--- config.mk ---
export PLATFORM = sky130hd
export DESIGN_NAME = mem_stage_flat
export DESIGN_NICKNAME = d
export VERILOG_FILES = /design/src/rtl/mem_stage_pkg.sv /design/src/rtl/mem_stage_if.sv /design/src/rtl/mem_lsu_align.sv /design/src/rtl/mem_stage.sv /design/src/flat_wrapper.sv
export SDC_FILE = /design/constraint.sdc
export NUM_CORES = 1
export LEC_CHECK = 0
export ABC_AREA = 1
export BUFFER_PORTS_ARGS = -buffer_cell sky130_fd_sc_hd__buf_2
export CORE_AREA = 2 2 241 243
export CTS_CLUSTER_DIAMETER = 30
export DETAILED_ROUTE_END_ITERATION = 7
export DIE_AREA = 0 0 243 245
export GPL_TIMING_DRIVEN = 0
export HOLD_SLACK_MARGIN = 0.1
export PLACE_DENSITY = 0.51
export SLEW_MARGIN = 0
export SYNTH_ARGS = -nofsm -noshare
export SYNTH_HDL_FRONTEND = slang
export SYNTH_SLANG_ARGS = --single-unit
--- constraint.sdc ---
create_clock -name clk -period 3.15 [get_ports clk]
set_clock_uncertainty 0.1 [all_clocks]
set_input_delay 0.315 -clock clk [delete_from_list [all_inputs] [get_ports clk]]
set_output_delay 0.315 -clock clk [all_outputs]
set_load 0.02 [all_outputs]
--- src/rtl/mem_stage_pkg.sv ---
// Memory stage shared definitions: funct3 access codes, FSM states and
// the capture bundle held while an instruction is in flight.
package mem_stage_pkg;

    localparam logic [2:0] F3_B  = 3'b000;
    localparam logic [2:0] F3_H  = 3'b001;
    localparam logic [2:0] F3_W  = 3'b010;
    localparam logic [2:0] F3_D  = 3'b011;
    localparam logic [2:0] F3_BU = 3'b100;
    localparam logic [2:0] F3_HU = 3'b101;
    localparam logic [2:0] F3_WU = 3'b110;

    typedef enum logic [1:0] {
        MEM_IDLE = 2'd0,
        MEM_ACC  = 2'd1,
        MEM_REQ  = 2'd2,
        MEM_DONE = 2'd3
    } mem_state_e;

    typedef struct packed {
        logic [63:0] pc;
        logic [31:0] inst;
        logic [2:0]  funct3;
        logic [4:0]  rd;
        logic        rd_wen;
        logic [63:0] addr;
        logic        store;
    } cap_t;

    function automatic logic is_mem_op(input logic ren, input logic wen);
        return ren | wen;
    endfunction

endpackage

--- src/rtl/mem_stage_if.sv ---
// Handshake bundles around the memory stage: execute->mem, data memory,
// and mem->writeback.
interface ex_mem_if;
    logic        executed_req;
    logic        executed_ack;
    logic [63:0] pc;
    logic [31:0] inst;
    logic [2:0]  funct3;
    logic [4:0]  rd;
    logic        rd_wen;
    logic [63:0] rd_wdata;
    logic [63:0] sdata;
    logic        memren;
    logic        memwen;

    modport master (
        output executed_req, pc, inst, funct3, rd, rd_wen,
        output rd_wdata, sdata, memren, memwen,
        input  executed_ack
    );
    modport slave (
        input  executed_req, pc, inst, funct3, rd, rd_wen,
        input  rd_wdata, sdata, memren, memwen,
        output executed_ack
    );
endinterface

interface dmem_if;
    logic        req;
    logic        wen;
    logic [63:0] addr;
    logic [63:0] wdata;
    logic [7:0]  wmask;
    logic        ack;
    logic [63:0] rdata;

    modport master (
        output req, wen, addr, wdata, wmask,
        input  ack, rdata
    );
    modport slave (
        input  req, wen, addr, wdata, wmask,
        output ack, rdata
    );
endinterface

interface mem_wb_if;
    logic        memoryed_req;
    logic        memoryed_ack;
    logic [63:0] pc;
    logic [31:0] inst;
    logic [4:0]  rd;
    logic        rd_wen;
    logic [63:0] rd_wdata;
    logic        err;

    modport master (
        output memoryed_req, pc, inst, rd, rd_wen, rd_wdata, err,
        input  memoryed_ack
    );
    modport slave (
        input  memoryed_req, pc, inst, rd, rd_wen, rd_wdata, err,
        output memoryed_ack
    );
endinterface

--- src/rtl/mem_lsu_align.sv ---
// Load/store lane alignment: misalign check, store strobes and data shift,
// load shift with sign or zero extension.
module mem_lsu_align (
    input  logic [2:0]  funct3,
    input  logic [63:0] addr,
    input  logic [63:0] sdata,
    input  logic [63:0] rdata,
    output logic        misalign,
    output logic [7:0]  wmask,
    output logic [63:0] wdata,
    output logic [63:0] ldata
);

    logic [2:0]  off;
    logic [5:0]  sh;
    logic [63:0] rsh;
    logic        sext;
    logic        sz_b;
    logic        sz_h;
    logic        sz_w;
    logic        sz_d;

    assign off   = addr[2:0];
    assign sh    = {off, 3'b000};
    assign sext  = ~funct3[2];
    assign sz_b  = funct3[1:0] == 2'b00;
    assign sz_h  = funct3[1:0] == 2'b01;
    assign sz_w  = funct3[1:0] == 2'b10;
    assign sz_d  = funct3[1:0] == 2'b11;
    assign wdata = sdata << sh;
    assign rsh   = rdata >> sh;

    // funct3[1:0]==11 covers both the doubleword and the undefined 111 code
    always_comb begin
        misalign = 1'b0;
        wmask    = 8'h00;
        ldata    = rsh;
        unique case (1'b1)
            sz_b: begin
                wmask = 8'h01 << off;
                ldata = {{56{sext & rsh[7]}}, rsh[7:0]};
            end
            sz_h: begin
                misalign = off[0];
                wmask    = 8'h03 << off;
                ldata    = {{48{sext & rsh[15]}}, rsh[15:0]};
            end
            sz_w: begin
                misalign = |off[1:0];
                wmask    = 8'h0F << off;
                ldata    = {{32{sext & rsh[31]}}, rsh[31:0]};
            end
            sz_d: begin
                misalign = |off;
                wmask    = 8'hFF;
                ldata    = rsh;
            end
            default: ;
        endcase
    end

endmodule

--- src/rtl/mem_stage.sv ---
// Memory stage: captures one executed instruction, performs at most one
// data-memory access, and hands the result to writeback.
module mem_stage
    import mem_stage_pkg::*;
#(
    parameter int unsigned TIMEOUT = 256
) (
    input  logic     clk,
    input  logic     rst_n,
    ex_mem_if.slave  ex,
    dmem_if.master   dmem,
    mem_wb_if.master wb
);

    localparam int unsigned TMAX = (TIMEOUT == 0) ? 0 : TIMEOUT - 1;
    localparam int unsigned CW   = (TMAX < 2) ? 1 : $clog2(TMAX + 1);

    mem_state_e state_q;
    mem_state_e state_d;
    cap_t       cap_q;

    logic          ack_q;
    logic          dreq_q;
    logic          dwen_q;
    logic [63:0]   daddr_q;
    logic [63:0]   dwdata_q;
    logic [7:0]    dwmask_q;
    logic [63:0]   res_q;
    logic          res_wen_q;
    logic          err_q;
    logic [CW-1:0] cnt_q;

    logic        idle;
    logic        take;
    logic        mem_op;
    logic        tmo;
    logic        wb_valid;
    logic [2:0]  a_f3;
    logic [63:0] a_addr;
    logic        mis;
    logic [7:0]  wmask;
    logic [63:0] wdata;
    logic [63:0] ldata;

    assign idle   = state_q == MEM_IDLE;
    assign take   = idle & ex.executed_req;
    assign mem_op = is_mem_op(ex.memren, ex.memwen);
    assign tmo    = (TIMEOUT != 0) && (cnt_q == CW'(TMAX));

    // Align on live inputs while idle, on the captured op afterwards
    assign a_f3   = idle ? ex.funct3 : cap_q.funct3;
    assign a_addr = idle ? ex.rd_wdata : cap_q.addr;

    mem_lsu_align u_align (
        .funct3   (a_f3),
        .addr     (a_addr),
        .sdata    (ex.sdata),
        .rdata    (dmem.rdata),
        .misalign (mis),
        .wmask    (wmask),
        .wdata    (wdata),
        .ldata    (ldata)
    );

    always_ff @(posedge clk or negedge rst_n) begin
        if (!rst_n) begin
            state_q <= MEM_IDLE;
        end else begin
            state_q <= state_d;
        end
    end

    always_comb begin
        state_d  = state_q;
        wb_valid = 1'b0;
        unique case (state_q)
            MEM_IDLE: begin
                if (ex.executed_req) begin
                    state_d = (mem_op & ~mis) ? MEM_REQ : MEM_DONE;
                end
            end
            MEM_REQ: begin
                if (dmem.ack | tmo) begin
                    state_d = MEM_DONE;
                end
            end
            MEM_DONE: begin
                wb_valid = 1'b1;
                if (wb.memoryed_ack) begin
                    state_d = MEM_IDLE;
                end
            end
            MEM_ACC:  state_d = MEM_IDLE;
            default:  state_d = MEM_IDLE;
        endcase
    end

    always_ff @(posedge clk or negedge rst_n) begin
        if (!rst_n) begin
            cap_q     <= '0;
            ack_q     <= 1'b0;
            dreq_q    <= 1'b0;
            dwen_q    <= 1'b0;
            daddr_q   <= '0;
            dwdata_q  <= '0;
            dwmask_q  <= '0;
            res_q     <= '0;
            res_wen_q <= 1'b0;
            err_q     <= 1'b0;
            cnt_q     <= '0;
        end else begin
            ack_q <= take;
            if (take) begin
                cap_q <= '{
                    pc:     ex.pc,
                    inst:   ex.inst,
                    funct3: ex.funct3,
                    rd:     ex.rd,
                    rd_wen: ex.rd_wen,
                    addr:   ex.rd_wdata,
                    store:  ex.memwen
                };
                res_q     <= ex.rd_wdata;
                res_wen_q <= ex.rd_wen & ~mem_op;
                err_q     <= mem_op & mis;
                dreq_q    <= mem_op & ~mis;
                cnt_q     <= '0;
                if (mem_op & ~mis) begin
                    dwen_q   <= ex.memwen;
                    daddr_q  <= {ex.rd_wdata[63:3], 3'b000};
                    dwdata_q <= wdata;
                    dwmask_q <= ex.memwen ? wmask : 8'h00;
                end
            end else if (state_q == MEM_REQ) begin
                if (dmem.ack) begin
                    dreq_q <= 1'b0;
                    if (!cap_q.store) begin
                        res_q     <= ldata;
                        res_wen_q <= cap_q.rd_wen;
                    end
                end else if (tmo) begin
                    dreq_q <= 1'b0;
                    err_q  <= 1'b1;
                end else begin
                    cnt_q <= cnt_q + 1'b1;
                end
            end
        end
    end

    assign ex.executed_ack = ack_q;

    assign dmem.req   = dreq_q;
    assign dmem.wen   = dwen_q;
    assign dmem.addr  = daddr_q;
    assign dmem.wdata = dwdata_q;
    assign dmem.wmask = dwmask_q;

    assign wb.memoryed_req = wb_valid;
    assign wb.pc           = cap_q.pc;
    assign wb.inst         = cap_q.inst;
    assign wb.rd           = cap_q.rd;
    assign wb.rd_wen       = res_wen_q;
    assign wb.rd_wdata     = res_q;
    assign wb.err          = err_q;

endmodule

--- src/flat_wrapper.sv ---
// flat-port wrapper written by rule: the top's interface ports become plain ports
module mem_stage_flat import mem_stage_pkg::*;
#(
    parameter int unsigned TIMEOUT = 256
)
  (clk, rst_n, ex_executed_req, ex_pc, ex_inst, ex_funct3, ex_rd, ex_rd_wen, ex_rd_wdata, ex_sdata, ex_memren, ex_memwen, ex_executed_ack, dmem_req, dmem_wen, dmem_addr, dmem_wdata, dmem_wmask, dmem_ack, dmem_rdata, wb_memoryed_req, wb_pc, wb_inst, wb_rd, wb_rd_wen, wb_rd_wdata, wb_err, wb_memoryed_ack);
  ex_mem_if ex_i ();
  dmem_if dmem_i ();
  mem_wb_if wb_i ();
  input  logic clk;
  input  logic rst_n;
  input wire logic [$bits(ex_i.executed_req)-1:0] ex_executed_req;
  input wire logic [$bits(ex_i.pc)-1:0] ex_pc;
  input wire logic [$bits(ex_i.inst)-1:0] ex_inst;
  input wire logic [$bits(ex_i.funct3)-1:0] ex_funct3;
  input wire logic [$bits(ex_i.rd)-1:0] ex_rd;
  input wire logic [$bits(ex_i.rd_wen)-1:0] ex_rd_wen;
  input wire logic [$bits(ex_i.rd_wdata)-1:0] ex_rd_wdata;
  input wire logic [$bits(ex_i.sdata)-1:0] ex_sdata;
  input wire logic [$bits(ex_i.memren)-1:0] ex_memren;
  input wire logic [$bits(ex_i.memwen)-1:0] ex_memwen;
  output wire logic [$bits(ex_i.executed_ack)-1:0] ex_executed_ack;
  output wire logic [$bits(dmem_i.req)-1:0] dmem_req;
  output wire logic [$bits(dmem_i.wen)-1:0] dmem_wen;
  output wire logic [$bits(dmem_i.addr)-1:0] dmem_addr;
  output wire logic [$bits(dmem_i.wdata)-1:0] dmem_wdata;
  output wire logic [$bits(dmem_i.wmask)-1:0] dmem_wmask;
  input wire logic [$bits(dmem_i.ack)-1:0] dmem_ack;
  input wire logic [$bits(dmem_i.rdata)-1:0] dmem_rdata;
  output wire logic [$bits(wb_i.memoryed_req)-1:0] wb_memoryed_req;
  output wire logic [$bits(wb_i.pc)-1:0] wb_pc;
  output wire logic [$bits(wb_i.inst)-1:0] wb_inst;
  output wire logic [$bits(wb_i.rd)-1:0] wb_rd;
  output wire logic [$bits(wb_i.rd_wen)-1:0] wb_rd_wen;
  output wire logic [$bits(wb_i.rd_wdata)-1:0] wb_rd_wdata;
  output wire logic [$bits(wb_i.err)-1:0] wb_err;
  input wire logic [$bits(wb_i.memoryed_ack)-1:0] wb_memoryed_ack;
  assign ex_i.executed_req = ex_executed_req;
  assign ex_i.pc = ex_pc;
  assign ex_i.inst = ex_inst;
  assign ex_i.funct3 = ex_funct3;
  assign ex_i.rd = ex_rd;
  assign ex_i.rd_wen = ex_rd_wen;
  assign ex_i.rd_wdata = ex_rd_wdata;
  assign ex_i.sdata = ex_sdata;
  assign ex_i.memren = ex_memren;
  assign ex_i.memwen = ex_memwen;
  assign ex_executed_ack = ex_i.executed_ack;
  assign dmem_req = dmem_i.req;
  assign dmem_wen = dmem_i.wen;
  assign dmem_addr = dmem_i.addr;
  assign dmem_wdata = dmem_i.wdata;
  assign dmem_wmask = dmem_i.wmask;
  assign dmem_i.ack = dmem_ack;
  assign dmem_i.rdata = dmem_rdata;
  assign wb_memoryed_req = wb_i.memoryed_req;
  assign wb_pc = wb_i.pc;
  assign wb_inst = wb_i.inst;
  assign wb_rd = wb_i.rd;
  assign wb_rd_wen = wb_i.rd_wen;
  assign wb_rd_wdata = wb_i.rd_wdata;
  assign wb_err = wb_i.err;
  assign wb_i.memoryed_ack = wb_memoryed_ack;
  mem_stage #(.TIMEOUT(TIMEOUT)) u_core (.clk(clk), .rst_n(rst_n), .ex(ex_i), .dmem(dmem_i), .wb(wb_i));
endmodule
==> qor.yml <==
detailed_routing:
  wl_per_cell_um: 21.13
  firstDrtPassIters: 8
  finalWirelength_um: 90580
  drt_iter0_markers: 1679
  vias: 20644
  ant_nets: 0
  route.detailed.drc: 0
  vias_per_cell: 4.817
clock_tree:
  cts_setup_buffers: 0
  clock-sinks: 321
  cts_tree: "done"
  clkLatencyLatePin_ns: 0.63
  cts_buffers: 84
  cts_buffer_depth: 3
  path_clk_slew_ns: 0.05
  h-tree-depth: 3
  cts-root-buf: "clkbuf_16"
timing:
  final.setup.tns_ns: 0
  worstMarginPinSlew_ns: 0.8669
  final.period_utilization: 0.9720
  drv_slew: 0
  fin_ws_ns: 0.08819
  rsz0062_at_grt: "false"
  hold_viol_final: 0
  final-setup-viol-count: 0
  min_period_ns: 3.062
  slew_headroom: 0.4159
  fmax_ghz: 0.3266
job:
  cap_violations: 0
global_routing:
  use_met1: 0.3850
  grt_pass1_vias: 20290
  top_usage_layer: "met2"
  use_met2: 0.4561
  antenna_found_initial: 27
  grt_max_degree: 116
  grt_first_pass_wirelength_um: 130400
  track_usage: 0.2942
  grtUsageMet3: 0.08364
  grt.overflow.total: 0
logic_synthesis:
  syn_inst: 2536
  synth_area_leaders: "dfrtp_1 (45%), nand2_1 (25%), buf_4 (4.9%)"
  synth-warning-count: 0
  synth_area_um2: 17900
  ys_ff_latch: 321
  yosysSeqAreaShare: 0.4488
  synth.avg_cell_area_um2: 7.057
  yosysTopAreaCell: "dfrtp_1"
  synth_top_cell_area_share: 0.4488
  ys_types: 38
die:
  num_io_pins: 611
  dieArea_um2: 59540
  rows: 88
  die_w_um: 243
  die_h_um: 245
  start_util: 0.3138
  design.core.area_um2: 57030
power_and_ir_drop:
  p_total_mw: 35.49
  power_density_nw_per_um2: 1305
  vdd_drop_max_v: 0.0006301
  cellLeakagePower_nw: 15.23
setup_path:
  cp_slowest_cell: "o21ai_0"
  crit_path_frequent_cell: "nand2_1"
  cp.arrival_ns: 3.53
  crit_chain: "nor2_4, nand2_1, nand2_4, buf_2, clkbuf_1, o21ai_0, o21ai_0, nand2_1, nand2_1"
  path_max_fanout: 10
  cp_slowest_stage_delay_ns: 0.54
  crit_path_end_kind: "register"
  crit_type: "register to register"
  critical_path_required_ns: 3.62
  startpoint_type: "register"
final_layout:
  area_growth_pct: 51.99
  drive_gt1_frac: 0.2842
  fin_area_um2: 27200
  postLayoutCoreUtil: 0.4769
  n_fill_cell: 5922
  fin_nets: 3746
placement:
  pre_cts_slack_ns: -0.1917
  port_buffers: 607
  dpl-instance-area_um2: 21990
  dp_hpwl_um: 70490
  gp_congestion: 0.9655
hold_path:
  min_path_type: "input pin to register"
outcome:
  status: "finished, final reports clean"
placed cells by master (no fill, tap or decap), drive strengths merged, types with 6 or more instances in the layout:
cell and n:
nand2 1204, buf 816, dfrtp 321, dlygate4sd3 201
o21ai 195, nand3 164, clkbuf 162, inv 130
nor2 95, a21oi 51, nand4 39, clkinv 20
diode 17, o21bai 17, nor3 15, bufinv 15
a31oi 11, clkinvlp 11, o22ai 8, or2 7
ha 7, o211ai 6
metal layers:
layer  vias to the layer above  part of all wire  wire length, um
met2                       849              0.45            40980
met3                       184             0.081             7326
met4                        18             0.037             3363
met1                      9826              0.43            38790
li1                       9767                 -                -
met5                         -            0.0013              115
power by group:
group	total [mW]	switching, mW	leakage (nW)	internal (mW)
registers	7.08	1.09	4.06	5.99
logic	19.1	13.2	9.68	5.90
clock network	9.28	2.80	1.49	6.48
worst paths after layout:
| kind | slack, ns | cells past startpoint | from | end |
|---|---|---|---|---|
| max in group asynchronous | 1.75 | 4 | rst_n | u_core.wb.pc[29] |
| min in group asynchronous | 0.19 | 3 | rst_n | u_core.dmem.wdata[25] |
| min reg2reg | 0.37 | 2 | u_core.wb.rd_wdata[27] | u_core.wb.rd_wdata[27] |
| min | 0.13 | 7 | ex_sdata[56] | u_core.dmem.wdata[56] |
| max reg2reg | 0.09 | 9 | u_core.state_q[0] | u_core.dmem.wdata[54] |
| max | 0.09 | 9 | u_core.state_q[0] | u_core.dmem.wdata[54] |
state kept, by name, indices dropped and copies added, names as in the netlist, 2 cells and up:
name,count
u_core.cap_q,8
u_core.wb.pc,64
u_core.dmem.wdata,64
u_core.cnt_q,8
u_core.dmem.wmask,8
u_core.wb.rd,5
u_core.wb.inst,32
u_core.dmem.addr,61
u_core.wb.rd_wdata,64
u_core.state_q,2
repair_timing:
item                                   in CTS  in global routing
pin swaps                                   0                  0
endpoints found under the hold margin     491                  0
setup endpoints to repair                 119                226
hold buffers                              201                  0
resized for setup                           4                 19
synthesized netlist by cell type (all sizes together):
library cell	n
buf	209
clkinv	2
o221ai	1
a211oi	1
ha	7
o21ai	195
inv	128
a21oi	51
nor2	95
a22oi	2
nand3	164
o211ai	6
nor3	15
a31oi	11
conb	1
nand2	1204
o21bai	17
o22ai	8
clkbuf	50
nand4	39
dfrtp	321
o31ai	1
or2	7
nor4	1
through the flow:
stage / std cells / hold slack (ns)
2_1_floorplan: 2538 / -0.08059
6_report: 4286 / 0.1288
5_1_grt: 4279 / 0.1545
3_3_place_gp: 3910 / 0.3561
4_1_cts: 4269 / 0.1002
3_5_place_dp: 3913 / 0.03162
layout make-up:
| class | count | area, um2 | area share |
|---|---|---|---|
| sequential | 321 | 8033 | 0.2953 |
| multi-input combinational | 1828 | 7845 | 0.2884 |
| timing repair buffer | 811 | 5142 | 0.1890 |
| clock buffer | 109 | 2336 | 0.08587 |
| buffer | 259 | 1568 | 0.05763 |
| tap | 765 | 957.2 | 0.03519 |
| clock inverter | 46 | 784.5 | 0.02884 |
| inverter | 130 | 494.2 | 0.01817 |
| antenna | 17 | 42.54 | 0.001564 |
cells by family after synthesis:
kind of cell               count (synthesis)  synth area share
DFF                                      321            0.4488
AOI/OAI and AO/OA                        293           0.08816
other                                      1         0.0002095
buffers and inverters                    389            0.1140
adders and majority gates                  7          0.004894
and+or+nand+nor                         1525            0.3439
worst max-delay path: cells and delay by family (launching register included):
kind | cells | cell delay (ns)
flops | 1 | 0.42
compound gates | 2 | 0.97
simple gates | 5 | 0.70
buf+inv | 2 | 0.79
Note: power is estimated with default switching activity, not from simulation.
